[src/rtl/host_sched_pkg.sv]
// -----------------------------------------------------------------------------
// host_sched_pkg
// Shared definitions for the host-bound scheduler path: the default descriptor
// width, the NTS arbiter FSM state encoding and a one-hot helper.
// No ports (package).
// -----------------------------------------------------------------------------
package host_sched_pkg;

    localparam int DESC_W_DFLT = 13;

    // Encoding is visible on ov_arb_state, so the values are fixed.
    typedef enum logic [1:0] {
        SELECT_S  = 2'd0,
        ISSUE_S   = 2'd1,
        CAPTURE_S = 2'd2,
        READY_S   = 2'd3
    } arb_state_e;

    // Up to 16 ports; callers truncate to their own port count.
    function automatic logic [15:0] onehot16(input logic [3:0] idx);
        onehot16 = 16'd1 << idx;
    endfunction

endpackage

[src/rtl/nts_rr_pick.sv]
// -----------------------------------------------------------------------------
// nts_rr_pick
// Combinational rotate-priority encoder. Finds the first set bit of the
// eligible vector searching upward from iv_ptr+1, wrapping modulo PORT_NUM.
// The port at iv_ptr itself is checked last, so a lone eligible port still wins.
//   iv_eligible  in   PORT_NUM  candidate ports
//   iv_ptr       in   SEL_W     last granted port
//   ov_winner    out  SEL_W     selected port (0 when none found)
//   o_found      out  1         at least one eligible port
// -----------------------------------------------------------------------------
module nts_rr_pick #(
    parameter int PORT_NUM = 8,
    parameter int SEL_W    = 3
) (
    input  logic [PORT_NUM-1:0] iv_eligible,
    input  logic [SEL_W-1:0]    iv_ptr,
    output logic [SEL_W-1:0]    ov_winner,
    output logic                o_found
);

    logic [SEL_W-1:0] idx;

    // Walk the offsets from farthest to nearest so the nearest hit is the
    // last assignment and therefore the one that sticks.
    always_comb begin
        ov_winner = '0;
        o_found   = 1'b0;
        idx       = '0;
        for (int i = PORT_NUM; i >= 1; i--) begin
            idx = SEL_W'((int'(iv_ptr) + i) % PORT_NUM);
            if (iv_eligible[idx]) begin
                ov_winner = idx;
                o_found   = 1'b1;
            end
        end
    end

endmodule

[src/rtl/host_nts_queue_arbiter.sv]
// -----------------------------------------------------------------------------
// host_nts_queue_arbiter
// Round-robin arbiter sharing the host-bound NTS path among PORT_NUM per-port
// descriptor FIFOs. Toward the scheduler it behaves as one FIFO with 1-cycle
// read latency, backed by a single prefetched holding register.
//
// Optional build macro: HOST_NTS_ARB_STAT_EN adds saturating statistics
// counters ov_grant_cnt and ov_underflow_cnt.
//
// Ports:
//   i_clk, i_rst       clock, synchronous active-high reset
//   iv_port_enable     per-port eligibility mask (0 = skip)
//   iv_queue_empty     upstream FIFO empty flags
//   ov_queue_rd        one-hot upstream read strobe (only in ISSUE_S)
//   iv_queue_desc      flattened upstream FIFO data, port k at [k*DESC_W +: DESC_W]
//   o_fifo_empty       1 = nothing held for the scheduler
//   i_descriptor_rd    scheduler read strobe
//   ov_descriptor      last delivered descriptor (held between deliveries)
//   ov_last_port       source port of ov_descriptor
//   ov_grant_cnt       (stat build) captures since reset, saturating
//   ov_underflow_cnt   (stat build) ignored scheduler reads, saturating
//   ov_arb_state       current FSM state
// -----------------------------------------------------------------------------
module host_nts_queue_arbiter
    import host_sched_pkg::*;
#(
    parameter int PORT_NUM = 8,
    parameter int DESC_W   = DESC_W_DFLT,
    parameter int SEL_W    = 3
) (
    input  logic                       i_clk,
    input  logic                       i_rst,
    input  logic [PORT_NUM-1:0]        iv_port_enable,
    input  logic [PORT_NUM-1:0]        iv_queue_empty,
    output logic [PORT_NUM-1:0]        ov_queue_rd,
    input  logic [PORT_NUM*DESC_W-1:0] iv_queue_desc,
    output logic                       o_fifo_empty,
    input  logic                       i_descriptor_rd,
    output logic [DESC_W-1:0]          ov_descriptor,
    output logic [SEL_W-1:0]           ov_last_port,
`ifdef HOST_NTS_ARB_STAT_EN
    output logic [15:0]                ov_grant_cnt,
    output logic [15:0]                ov_underflow_cnt,
`endif
    output logic [1:0]                 ov_arb_state
);

    arb_state_e          state_q, state_d;
    logic [PORT_NUM-1:0] rd_q, rd_d;
    logic [SEL_W-1:0]    sel_q, sel_d;
    logic [SEL_W-1:0]    ptr_q, ptr_d;
    logic [DESC_W-1:0]   hold_desc_q, hold_desc_d;
    logic                hold_valid_q, hold_valid_d;
    logic [DESC_W-1:0]   desc_q, desc_d;
    logic [SEL_W-1:0]    last_q, last_d;

    logic [PORT_NUM-1:0] eligible;
    logic [SEL_W-1:0]    winner;
    logic                found;
    logic [DESC_W-1:0]   cap_desc;

    assign eligible = ~iv_queue_empty & iv_port_enable;
    assign cap_desc = iv_queue_desc[sel_q*DESC_W +: DESC_W];

    nts_rr_pick #(
        .PORT_NUM (PORT_NUM),
        .SEL_W    (SEL_W)
    ) u_pick (
        .iv_eligible (eligible),
        .iv_ptr      (ptr_q),
        .ov_winner   (winner),
        .o_found     (found)
    );

    always_ff @(posedge i_clk) begin
        if (i_rst) begin
            state_q      <= SELECT_S;
            rd_q         <= '0;
            sel_q        <= '0;
            // Parked on the last port so that port 0 is searched first.
            ptr_q        <= SEL_W'(PORT_NUM - 1);
            hold_desc_q  <= '0;
            hold_valid_q <= 1'b0;
            desc_q       <= '0;
            last_q       <= '0;
        end else begin
            state_q      <= state_d;
            rd_q         <= rd_d;
            sel_q        <= sel_d;
            ptr_q        <= ptr_d;
            hold_desc_q  <= hold_desc_d;
            hold_valid_q <= hold_valid_d;
            desc_q       <= desc_d;
            last_q       <= last_d;
        end
    end

    // The read strobe defaults to 0 every cycle, so it is high only for the
    // single cycle spent in ISSUE_S. Upstream FIFOs are non-show-ahead, hence
    // the extra CAPTURE_S cycle before the data is sampled.
    always_comb begin
        state_d      = state_q;
        rd_d         = '0;
        sel_d        = sel_q;
        ptr_d        = ptr_q;
        hold_desc_d  = hold_desc_q;
        hold_valid_d = hold_valid_q;
        desc_d       = desc_q;
        last_d       = last_q;
        case (state_q)
            SELECT_S: begin
                if (found) begin
                    rd_d    = PORT_NUM'(onehot16(4'(winner)));
                    sel_d   = winner;
                    state_d = ISSUE_S;
                end
            end
            ISSUE_S: begin
                state_d = CAPTURE_S;
            end
            CAPTURE_S: begin
                hold_desc_d  = cap_desc;
                ptr_d        = sel_q;
                hold_valid_d = 1'b1;
                state_d      = READY_S;
            end
            READY_S: begin
                if (i_descriptor_rd) begin
                    desc_d       = hold_desc_q;
                    last_d       = sel_q;
                    hold_valid_d = 1'b0;
                    state_d      = SELECT_S;
                end
            end
            default: state_d = SELECT_S;
        endcase
    end

    // The scheduler sees "empty" exactly when nothing is held.
    assign o_fifo_empty  = ~hold_valid_q;
    assign ov_queue_rd   = rd_q;
    assign ov_descriptor = desc_q;
    assign ov_last_port  = last_q;
    assign ov_arb_state  = state_q;

`ifdef HOST_NTS_ARB_STAT_EN
    logic [15:0] grant_cnt_q;
    logic [15:0] underflow_cnt_q;

    always_ff @(posedge i_clk) begin
        if (i_rst) begin
            grant_cnt_q     <= '0;
            underflow_cnt_q <= '0;
        end else begin
            if (state_q == CAPTURE_S && grant_cnt_q != 16'hFFFF)
                grant_cnt_q <= grant_cnt_q + 16'd1;
            if (i_descriptor_rd && !hold_valid_q && underflow_cnt_q != 16'hFFFF)
                underflow_cnt_q <= underflow_cnt_q + 16'd1;
        end
    end

    assign ov_grant_cnt     = grant_cnt_q;
    assign ov_underflow_cnt = underflow_cnt_q;
`endif

endmodule

[config.mk]
export PLATFORM = sky130hd
export DESIGN_NAME = host_nts_queue_arbiter
export DESIGN_NICKNAME = d
export VERILOG_FILES = /design/src/rtl/host_sched_pkg.sv /design/src/rtl/nts_rr_pick.sv /design/src/rtl/host_nts_queue_arbiter.sv
export SDC_FILE = /design/constraint.sdc
export NUM_CORES = 1
export LEC_CHECK = 0
export BUFFER_PORTS_ARGS = -buffer_cell sky130_fd_sc_hd__buf_4
export CAP_MARGIN = 20
export CORE_MARGIN = 2
export CORE_UTILIZATION = 40
export DETAILED_ROUTE_END_ITERATION = 10
export PLACE_DENSITY = 0.77
export SLEW_MARGIN = 15
export SYNTH_ARGS = -nofsm -noshare
export SYNTH_HDL_FRONTEND = slang
export SYNTH_SLANG_ARGS = --single-unit
[constraint.sdc]
create_clock -name i_clk -period 3.5 [get_ports i_clk]
set_input_delay 0.35 -clock i_clk [delete_from_list [all_inputs] [get_ports i_clk]]
set_output_delay 0.35 -clock i_clk [all_outputs]
set_load 0.005 [all_outputs]
==> qor.txt, run 1 <==
WL per Instance - 17.53 um
Number of post-CTS setup repair buffers - 0
Final worst path period share - 91.16%
TNS Setup - 0 ns
Sw power - 0.001236 W
Initial DRC count - 162
Max Clock Skew - 0.01128 ns
Pwr/cell area - 640.0 mW/mm^2
Count of final hold-check violations - 0
Asr flop ratio synth - 0%
Pins Over Slew Limit - 0
Max Fanout on Critical Path - 15
Max_cap viols - 0
Post-synthesis sequential area ratio - 27.24%
Cell internal pwr - 0.001754 W
GRT Overall Usage - 22.06%
Final setup vio count - 0
Num CTS Buffers - 5
Setup WS pre-CTS - 0.3705 ns
Pin count of the biggest net entering global routing - 37
Routed WL - 10250 um
Status - finished clean
GPL Wtd Cong - 0.9349
WHS Path Cells - 2
Syn Area/Cell - 9.856 um^2
Post-Syn Instances - 343
Crit start category - flop
Die width - 95.94 um
FMAX - 0.3134 GHz
Clock slew at reported path FFs - 0.09 ns
Nets - 608
Final worst slack - 0.3095 ns
VDD IR max - 267.1 uV
N_diodes - 0
First drt pass iteration count - 4
Crit. End Element - flop
Clock Path Buffers - 2
Setup repair after global routing missed its margin - false
Critical path type - flop to flop
Storage cell area - 922.1 um^2
Hpwl dp - 8302 um
Initial antenna violation count - 0
Worst-Skew Late Latency - 0.30 ns
CTS H-tree lvls - 2
Vias post-DR - 3264
Final Cell Area - 0.004672 mm^2
Vias per inst - 5.579
Vias in the first global route - 3190
Post-synthesis register bit count - 46
Share of layout cells above drive strength 1 - 45.21%
IO Port Bufs - 149
Height of the die - 95.94 um
Area of the multi-input gates - 0.002320 mm^2
Logic pwr share - 58.9%
Die area - 0.009204 mm^2
Synth cell types - 60
Max-slew headroom at the worst pin - 34.82%
Rows - 33
Placed Area - 0.004557 mm^2
Post_cts resized - 0
Clock power frac - 13.4%
GR Overflow Total - 0
Main flop type after synthesis - dfxtp_1
Period minus WS final - 3.190 ns
Switching share of total power - 41.34%
Post-cts hold buffer count - 0
Leakage power - 1.904 nW
Worst path required time - 3.73 ns
TritonCTS clock tree - done
First-pass GRT wire length - 15670 um
Data arrival, critical path - 3.42 ns
Post-synth net total - 472
Worst Max-Slew Pin Slew - 0.9763 ns
Core Box Area - 0.008217 mm^2
Cells on worst reg2reg path - 9
Synthesis warning total - 0
Root buffer cell - clkbuf_8
Starting Density - 41.15%
Routed Antenna Nets - 0
Number of synthesized flops with an enable pin - 0
Sink Count - 46
Sequential share of power - 27.7%
Mapped cell area - 0.003381 mm^2
Worst Hold Class - input pin to flop
Post-route DRC - 0
# fillers - 740
IO Pins - 150
Synthesis-to-finish area growth - 38.19%
## metrics by stage
stage	total power, W	hold WS [ns]	std cells	utilization, %
floorplan	0.002114	0.4318	343	-
global placement	0.002538	0.4405	577	55.46
detailed placement	0.002590	0.4436	577	55.46
CTS	0.002991	0.4377	585	56.83
global route	0.003199	0.4543	585	56.86
finish	0.002990	0.4382	585	56.86
## power groups by stage
stage / combinational (W) / sequential (W) / clock, W
3_5_place_dp: 0.00175 / 0.000845 / 0
5_1_grt: 0.00192 / 0.000854 / 0.000428
4_1_cts: 0.00175 / 0.000833 / 0.000407
3_3_place_gp: 0.00171 / 0.000831 / 0
6_report: 0.00176 / 0.000829 / 0.000402
2_1_floorplan: 0.00140 / 0.000715 / 0
## worst paths after layout
check	start	slack [ns]	to
min reg2reg	hold_desc_q[8]$_SDFFE_PP0P_	0.45	ov_descriptor[8]$_SDFFE_PP0P_
min	i_rst	0.44	ov_arb_state[1]$_SDFFE_PP0P_
max reg2reg	ptr_q[1]$_SDFFE_PP1P_	0.31	ov_queue_rd[3]$_SDFF_PP0_
max	ptr_q[1]$_SDFFE_PP1P_	0.31	ov_queue_rd[3]$_SDFF_PP0_
## layout by cell type, fill, tap and decap left out, types with 6 or more instances in the layout
cell	count
mux4_2	34
nand2_1	42
buf_4	154
nand2b_1	8
dfxtp_1	45
a211oi_1	14
mux2i_1	22
nor3_1	8
nor2b_1	10
nor2_1	26
a21oi_1	24
inv_1	6
## synth_stat cells, drive strengths merged (2+ instances only)
master,count,area share [%]
nor4b,3,0.78
mux2,5,1.9
nor4bb,3,0.89
dfxtp,46,27
mux4,34,23
xnor2,2,0.52
buf,6,1.2
mux2i,22,6.5
a211oi,15,3.5
clkbuf,19,2.1
nor3b,4,1.2
nand2,42,4.7
inv,8,0.89
a21o,2,0.44
o21a,2,0.44
nand3,2,0.30
nand2b,8,1.5
nor3,10,1.8
a22oi,2,0.44
a21boi,2,0.44
nor2,27,3.1
xor2,2,0.52
or3,2,0.52
ha,6,2.2
o21ai,5,0.74
a2111oi,3,1.1
o22a,2,0.52
a31oi,3,0.56
nor2b,10,1.9
o41ai,2,0.52
o211ai,3,0.67
a21oi,24,3.6
## kinds of logic (layout without fill, tap and decap cells)
logic type	after synthesis	in the layout	synth area share, %
and+or+nand+nor	116	116	17.65
buffers and inverters	33	170	4.219
muxes	61	61	31.05
xor gates and xnor gates	4	4	1.036
DFF	46	46	27.24
adders and majority gates	6	6	2.221
AOI/OAI and AO/OA	77	77	16.58
## flip-flops by register name, indices dropped and copies added, names as in the netlist
| signal | flops |
|---|---|
| ov_queue_rd | 8 |
| hold_valid_q | 1 |
| hold_desc_q | 13 |
| ov_arb_state | 2 |
| ov_descriptor | 13 |
| ov_last_port | 3 |
| ptr_q | 3 |
| sel_q | 3 |
## metal layers
layer	global-route usage (%)	vias to the layer above	wire, um
li1	-	1572	-
met3	3.132	9	573
met1	31.54	1576	4638
met4	3.810	0	103
met5	0	-	0
met2	36.07	107	4937
## final cells by class
type                            count  area share, %
Inverter                            8         0.6427
Clock buffer                        5          1.473
Multi-Input combinational cell    264          49.65
Sequential cell                    46          19.74
Clock inverter                      3         0.9373
Tap cell                          105          2.812
Timing Repair Buffer              154          24.75
## critical path, cell delays in order (launching register included)
cell and delay, ns:
dfxtp_1 0.51, inv_2 0.16, ha_1 0.64, nor4bb_1 0.45
o41ai_1 0.14, a32oi_1 0.22, nor3_1 0.07, o311a_1 0.42
nor2_2 0.29, nor3b_2 0.22
No activity file was read; power rests on OpenSTA's default activity.
==> inputs of run 2 (changes only) <==
Settings changed: MAX_ROUTING_LAYER set to met4.
Clock period 3.5 ns to 3.9 ns, I/O delays scaled along.
==> run 2 against run 1 <==
Against the previous run: die area stayed put; count of clock-buffer cells in the layout stayed put; final cell count is 0.34% lower; utilization is 0.43 points lower; register-to-register slack better by 0.38 ns.
==> qor.txt, run 2 (synthesis results as in run 1) <==
IO Pins - 150
Commonest non-fill, non-tap cells in the layout - 152 x buf_4, 45 x dfxtp_1, 42 x nand2_1, 34 x mux4_2, 26 x nor2_1
Final setup vio count - 0
Vias per inst - 5.660
Most common cell after layout, fill and taps aside - buf_4
VDD IR max - 230.5 uV
Die width - 95.94 um
TritonCTS clock tree - done
Switching share of total power - 42.04%
Core Box Area - 0.008217 mm^2
Sequential share of power - 28.9%
Post-route DRC - 0
Pins Over Slew Limit - 0
Rows - 33
Cells along the critical path - inv_2 -> ha_1 -> nor4bb_1 -> o41ai_1 -> a32oi_1 -> nor3_1 -> o311a_1 -> nor2_2 -> nor3b_1
Max Clock Skew - 0.008485 ns
Initial antenna violation count - 0
Initial DRC count - 208
Period minus WS final - 3.210 ns
Max Fanout on Critical Path - 15
First-pass GRT wire length - 15200 um
FMAX - 0.3116 GHz
CTS H-tree lvls - 2
GRT Overall Usage - 21.64%
Worst Hold Class - flop to flop
WL per Instance - 17.10 um
Root buffer cell - clkbuf_8
TNS Setup - 0 ns
Clock Path Buffers - 2
IO Port Bufs - 149
Final Cell Area - 0.004637 mm^2
Count of final hold-check violations - 0
Die area - 0.009204 mm^2
Sw power - 0.001089 W
Worst-Skew Late Latency - 0.29 ns
Critical path type - flop to flop
Routed WL - 9970 um
Delay-heaviest family, CP - simple AND/OR/NAND/NOR gates
Vias post-DR - 3300
Placed Area - 0.004542 mm^2
Data arrival, critical path - 3.42 ns
N_diodes - 0
Critical path's slowest cell - ha_1
Crit. End Element - flop
Worst Max-Slew Pin Slew - 0.9689 ns
Hpwl dp - 8042 um
Number of post-CTS setup repair buffers - 0
Clock power frac - 11.3%
Pin count of the biggest net entering global routing - 37
GPL Wtd Cong - 1.018
Worst path required time - 4.11 ns
CP max stage delay - 0.64 ns
Max-slew headroom at the worst pin - 35.41%
Logic pwr share - 59.8%
Share of layout cells above drive strength 1 - 44.98%
Vias in the first global route - 3071
Critical path buffer and inverter count - 1
Synthesis-to-finish area growth - 37.16%
First drt pass iteration count - 4
Routed Antenna Nets - 0
Height of the die - 95.94 um
Pwr/cell area - 558.9 mW/mm^2
Setup repair after global routing missed its margin - false
Crit start category - flop
Nets - 606
Starting Density - 41.15%
Max_cap viols - 0
Status - finished clean
Hold slack - 0.4556 ns
Cell internal pwr - 0.001502 W
Final worst path period share - 82.30%
Post_cts resized - 0
Num CTS Buffers - 5
GR Overflow Total - 0
Post-cts hold buffer count - 0
Sink Count - 46
Leakage power - 1.877 nW
Clock slew at reported path FFs - 0.09 ns
[run 2: cell types whose count changed in the layout (fill, tap and decap cells not counted)]
| cell | delta |
|---|---|
| buf_4 | -2 |
| bufinv_16 | -1 |
| clkinv_2 | -1 |
| clkinvlp_4 | +2 |
[run 2: routing by layer]
metal	wire (um)	track usage, %
met5	0	-
met4	57	2.738
met3	546	2.584
met2	4818	32.81
met1	4548	32.00
[run 2: final cells by class]
type,instances,area (um^2)
well taps,105,131.4
inverters,8,30.03
clock inverters,3,23.77
fillers,742,3580
flip-flops and latches,46,922.1
clock buffers,5,68.82
repair buffers,152,1141
multi-input cells,264,2320
[run 2: worst paths after layout]
| path | from | to | slack, ns | cells past startpoint |
|---|---|---|---|---|
| worst max-delay path | ptr_q[1]$_SDFFE_PP1P_ | ov_queue_rd[1]$_SDFF_PP0_ | 0.69 | 9 |
| worst max register to register | ptr_q[1]$_SDFFE_PP1P_ | ov_queue_rd[1]$_SDFF_PP0_ | 0.69 | 9 |
| worst min-delay path | ov_last_port[2]$_SDFFE_PP0P_ | ov_last_port[2]$_SDFFE_PP0P_ | 0.46 | 2 |
| worst min register to register | ov_last_port[2]$_SDFFE_PP0P_ | ov_last_port[2]$_SDFFE_PP0P_ | 0.46 | 2 |
[run 2: through the flow]
step           utilization, %  std cells  setup slack [ns]  power [W]
2_1_floorplan               -        343             1.232   0.001898
3_3_place_gp            55.28        575            0.9616   0.002266
3_5_place_dp            55.28        575            0.7747   0.002303
4_1_cts                 56.40        583            0.7494   0.002590
5_1_grt                 56.43        583            0.3734   0.002787
6_report                56.43        583            0.6904   0.002592
[run 2: worst min-delay path: cells and delay by family, from the launching register on]
family / cells / cell delay, ns
AO/OA/AOI/OAI: 1 / 0.05
flip-flops: 1 / 0.32
AND/OR/NAND/NOR: 1 / 0.05
[run 2: power groups by stage]
stage | clock [W] | combinational, W | sequential [W]
after global placement | 0 | 0.00151 | 0.000757
final | 0.000293 | 0.00155 | 0.000750
after global routing | 0.000325 | 0.00169 | 0.000774
after CTS | 0.000297 | 0.00154 | 0.000752
after detailed placement | 0 | 0.00154 | 0.000764
after floorplan | 0 | 0.00126 | 0.000642
==> inputs of run 3 (changes only) <==
Settings changed: ABC_AREA set to 1, PLACE_DENSITY 0.77 to 0.78.
Clock period 3.9 ns to 3.1 ns, I/O delays scaled along.
==> run 3 against run 2 <==
Against the previous run: final area fell by 4.7%; synthesized area fell by 5.3%; sequential share of layout area up 0.95 points; fmax up 28%; non-clock buffer count increased by 1; wire length rose by 4.8%; worst hold slack got worse by 0.17 ns; clock skew down 0.0018 ns; die area is 5.1% lower; critical endpoint is now ov_queue_rd[0]$_SDFF_PP0_; highest routed layer unchanged.
==> qor.txt, run 3 <==
Post_cts resized - 0
Fraction of synthesized area in multiplexers - 0%
Synthesis warning total - 0
Routed Antenna Nets - 0
Storage cell area - 920.9 um^2
Hold EP - hold_valid_q$_SDFFE_PP0P_
Synth cell types - 33
Commonest non-fill, non-tap cells in the layout - 153 x buf_4, 91 x nor2_1, 85 x nand2_1, 72 x o21ai_0, 56 x nand3_1
Nets - 774
Die width - 93.45 um
Cell Count, Final, Fillers Out - 747
Worst Hold Class - input pin to flop
Vias post-DR - 3830
Final worst slack - 0.6013 ns
Synth top area share - 28.77%
Setup WS pre-CTS - 0.6434 ns
Cells after DPL - 740
Synth top area cells - dfxtp_1 29%, o21ai_0 11%, nor2_1 11%
Initial DRC count - 168
Max layer used - met4
Post-Synth XOR/XNOR Area - 0.8210%
Num CTS Buffers - 5
FMAX - 0.4002 GHz
Worst hold start - i_rst
Switching share of total power - 48.85%
Data arrival, critical path - 2.69 ns
Clock power frac - 10.9%
Cell internal pwr - 0.001659 W
Leakage power - 2.207 nW
Synthesis-to-finish area growth - 38.08%
Core Box Area - 0.007727 mm^2
Post-route DRC - 0
Met1 WL - 4246 um
Final core occ - 57.19%
Initial antenna violation count - 0
Commonest cells in the netlist - 91 x nor2_1, 85 x nand2_1, 72 x o21ai_0
Height of the die - 93.45 um
IO Pins - 150
Most common cell after layout, fill and taps aside - buf_4
Pin count of the biggest net entering global routing - 54
GR Overflow Total - 0
TritonCTS clock tree - done
Vias per inst - 5.127
Die area - 0.008733 mm^2
Count of final hold-check violations - 0
GPL Wtd Cong - 0.8932
Asr flop ratio synth - 0%
Post-cts hold buffer count - 0
Final setup vio count - 0
Max-slew headroom at the worst pin - 41.76%
Syn Area/Cell - 6.227 um^2
Worst path required time - 3.29 ns
Crit. End Element - flop
Post-synthesis register bit count - 46
CTS H-tree lvls - 2
TNS Setup - 0 ns
Worst Max-Slew Pin Slew - 0.8726 ns
WL per Instance - 13.99 um
Hpwl dp - 8182 um
WHS Path Cells - 2
Pins Over Slew Limit - 0
IO Port Bufs - 149
Main flop type after synthesis - dfxtp_1
Rows - 32
Share of layout cells above drive strength 1 - 30.54%
Number of post-CTS setup repair buffers - 0
Met2 routed WL - 5384 um
VDD IR max - 300.7 uV
Setup repair after global routing missed its margin - false
Vias in the first global route - 3694
Routed WL - 10450 um
Status - finished clean
GRT Overall Usage - 24.36%
Max Fanout on Critical Path - 11
First drt pass iteration count - 4
Max Clock Skew - 0.006659 ns
Number of synthesized flops with an enable pin - 0
Clock slew at reported path FFs - 0.09 ns
Sink Count - 46
Post-Syn Instances - 514
Compound-cell area share of the yosys netlist - 19.78%
Root buffer cell - clkbuf_8
Critical path type - flop to flop
Synth Area in Simple Gates - 38.27%
R2R Path Start - ptr_q[0]$_SDFFE_PP1P_
# fillers - 767
Largest family of logic cells by synthesized area - simple AND/OR/NAND/NOR gates
Pwr/cell area - 734.0 mW/mm^2
Period minus WS final - 2.499 ns
Sw power - 0.001585 W
Post-synth net total - 643
Post-synthesis sequential area ratio - 28.77%
Crit start category - flop
Met3 Routed Length - 664 um
Area of the multi-input gates - 0.001959 mm^2
Sequential share of power - 25.3%
Max_cap viols - 0
Count leader, synth - nor2_1
Post-Synth Adder-Cell Area - 2.346%
Cell taking the most area after synthesis - dfxtp_1
Logic pwr share - 63.8%
N_diodes - 0
Mapped cell area - 0.003201 mm^2
Final worst path period share - 80.60%
Clock Path Buffers - 2
First-pass GRT wire length - 16500 um
Slack of the worst reg-to-reg path - 0.60 ns
Starting Density - 41.42%
Reg2reg end - ov_queue_rd[0]$_SDFF_PP0_
Worst-Skew Late Latency - 0.30 ns
Cells on worst reg2reg path - 16
## run 3: cell count changes after synthesis, sizes merged, moves of 15 or more
| cell | previous run | this run |
|---|---|---|
| o22ai | 0 | 26 |
| nand2 | 42 | 95 |
| mux4 | 34 | 0 |
| inv | 8 | 46 |
| nand3 | 2 | 70 |
| nor2 | 27 | 94 |
| mux2i | 22 | 0 |
| a211oi | 15 | 0 |
| o21ai | 5 | 78 |
## run 3: metal layers
layer | track usage, % | vias to the layer above
met2 | 45.02 | 138
met5 | - | -
met1 | 27.54 | 1725
met4 | 5.515 | 0
li1 | - | 1952
met3 | 3.787 | 15
## run 3: layout make-up
cell class / instances / share of cell area [%]
well taps: 102 / 2.888
clock buffers: 6 / 1.642
repair buffers: 153 / 25.99
clock inverters: 1 / 0.1699
inverters: 48 / 4.134
flip-flops and latches: 46 / 20.84
multi-input cells: 391 / 44.34
## run 3: power by group through the flow
stage	Clock, W	Combinational (W)	Sequential, W
detailed placement	0	0.00206	0.000834
floorplan	0	0.00154	0.000786
finish	0.000353	0.00207	0.000820
global placement	0	0.00204	0.000832
CTS	0.000359	0.00207	0.000821
global route	0.000385	0.00231	0.000837
## run 3: worst max-delay path by stage
stage / from / endpoint / slack [ns] / cells after the start
2_1_floorplan: ptr_q[0]$_SDFFE_PP1P_ / sel_q[1]$_SDFFE_PP0P_ / 0.98 / 14
3_3_place_gp: ptr_q[0]$_SDFFE_PP1P_ / ov_arb_state[0]$_SDFFE_PP0P_ / 0.71 / 11
3_5_place_dp: ptr_q[0]$_SDFFE_PP1P_ / sel_q[1]$_SDFFE_PP0P_ / 0.64 / 13
4_1_cts: ptr_q[0]$_SDFFE_PP1P_ / ov_arb_state[1]$_SDFFE_PP0P_ / 0.62 / 12
5_1_grt: ptr_q[0]$_SDFFE_PP1P_ / ov_queue_rd[1]$_SDFF_PP0_ / 0.34 / 16
6_report: ptr_q[0]$_SDFFE_PP1P_ / ov_queue_rd[0]$_SDFF_PP0_ / 0.60 / 16
## run 3: worst max-delay path: stages (launching register included)
cell and delay [ns]:
dfxtp_1 0.59, inv_4 0.15, ha_1 0.43, inv_2 0.17
nand3_1 0.13, nand3_1 0.10, nand2_1 0.13, nor2_2 0.12
nand2_1 0.06, nand3_1 0.07, nand2_1 0.05, nand2_1 0.05
nand2_1 0.06, nand2_2 0.09, nand2_1 0.07, nand2_1 0.08
nor2_1 0.05
## run 3: through the flow
step                      power, W  area [um^2]  hold WS (ns)
final                     0.003244         4419        0.2806
after global routing      0.003534         4419        0.2786
after CTS                 0.003245         4419        0.2730
after detailed placement  0.002890         4339        0.4739
after global placement    0.002871         4339        0.4666
after floorplan           0.002330         3201        0.3893
## run 3: kinds of logic (layout without fill, tap and decap cells)
| kind of cell | after synthesis | in the layout |
|---|---|---|
| buf+inv | 77 | 208 |
| simple gates | 264 | 264 |
| compound gates | 118 | 118 |
| fa+ha+maj | 6 | 6 |
| flops | 46 | 46 |
| xor+xnor | 3 | 3 |
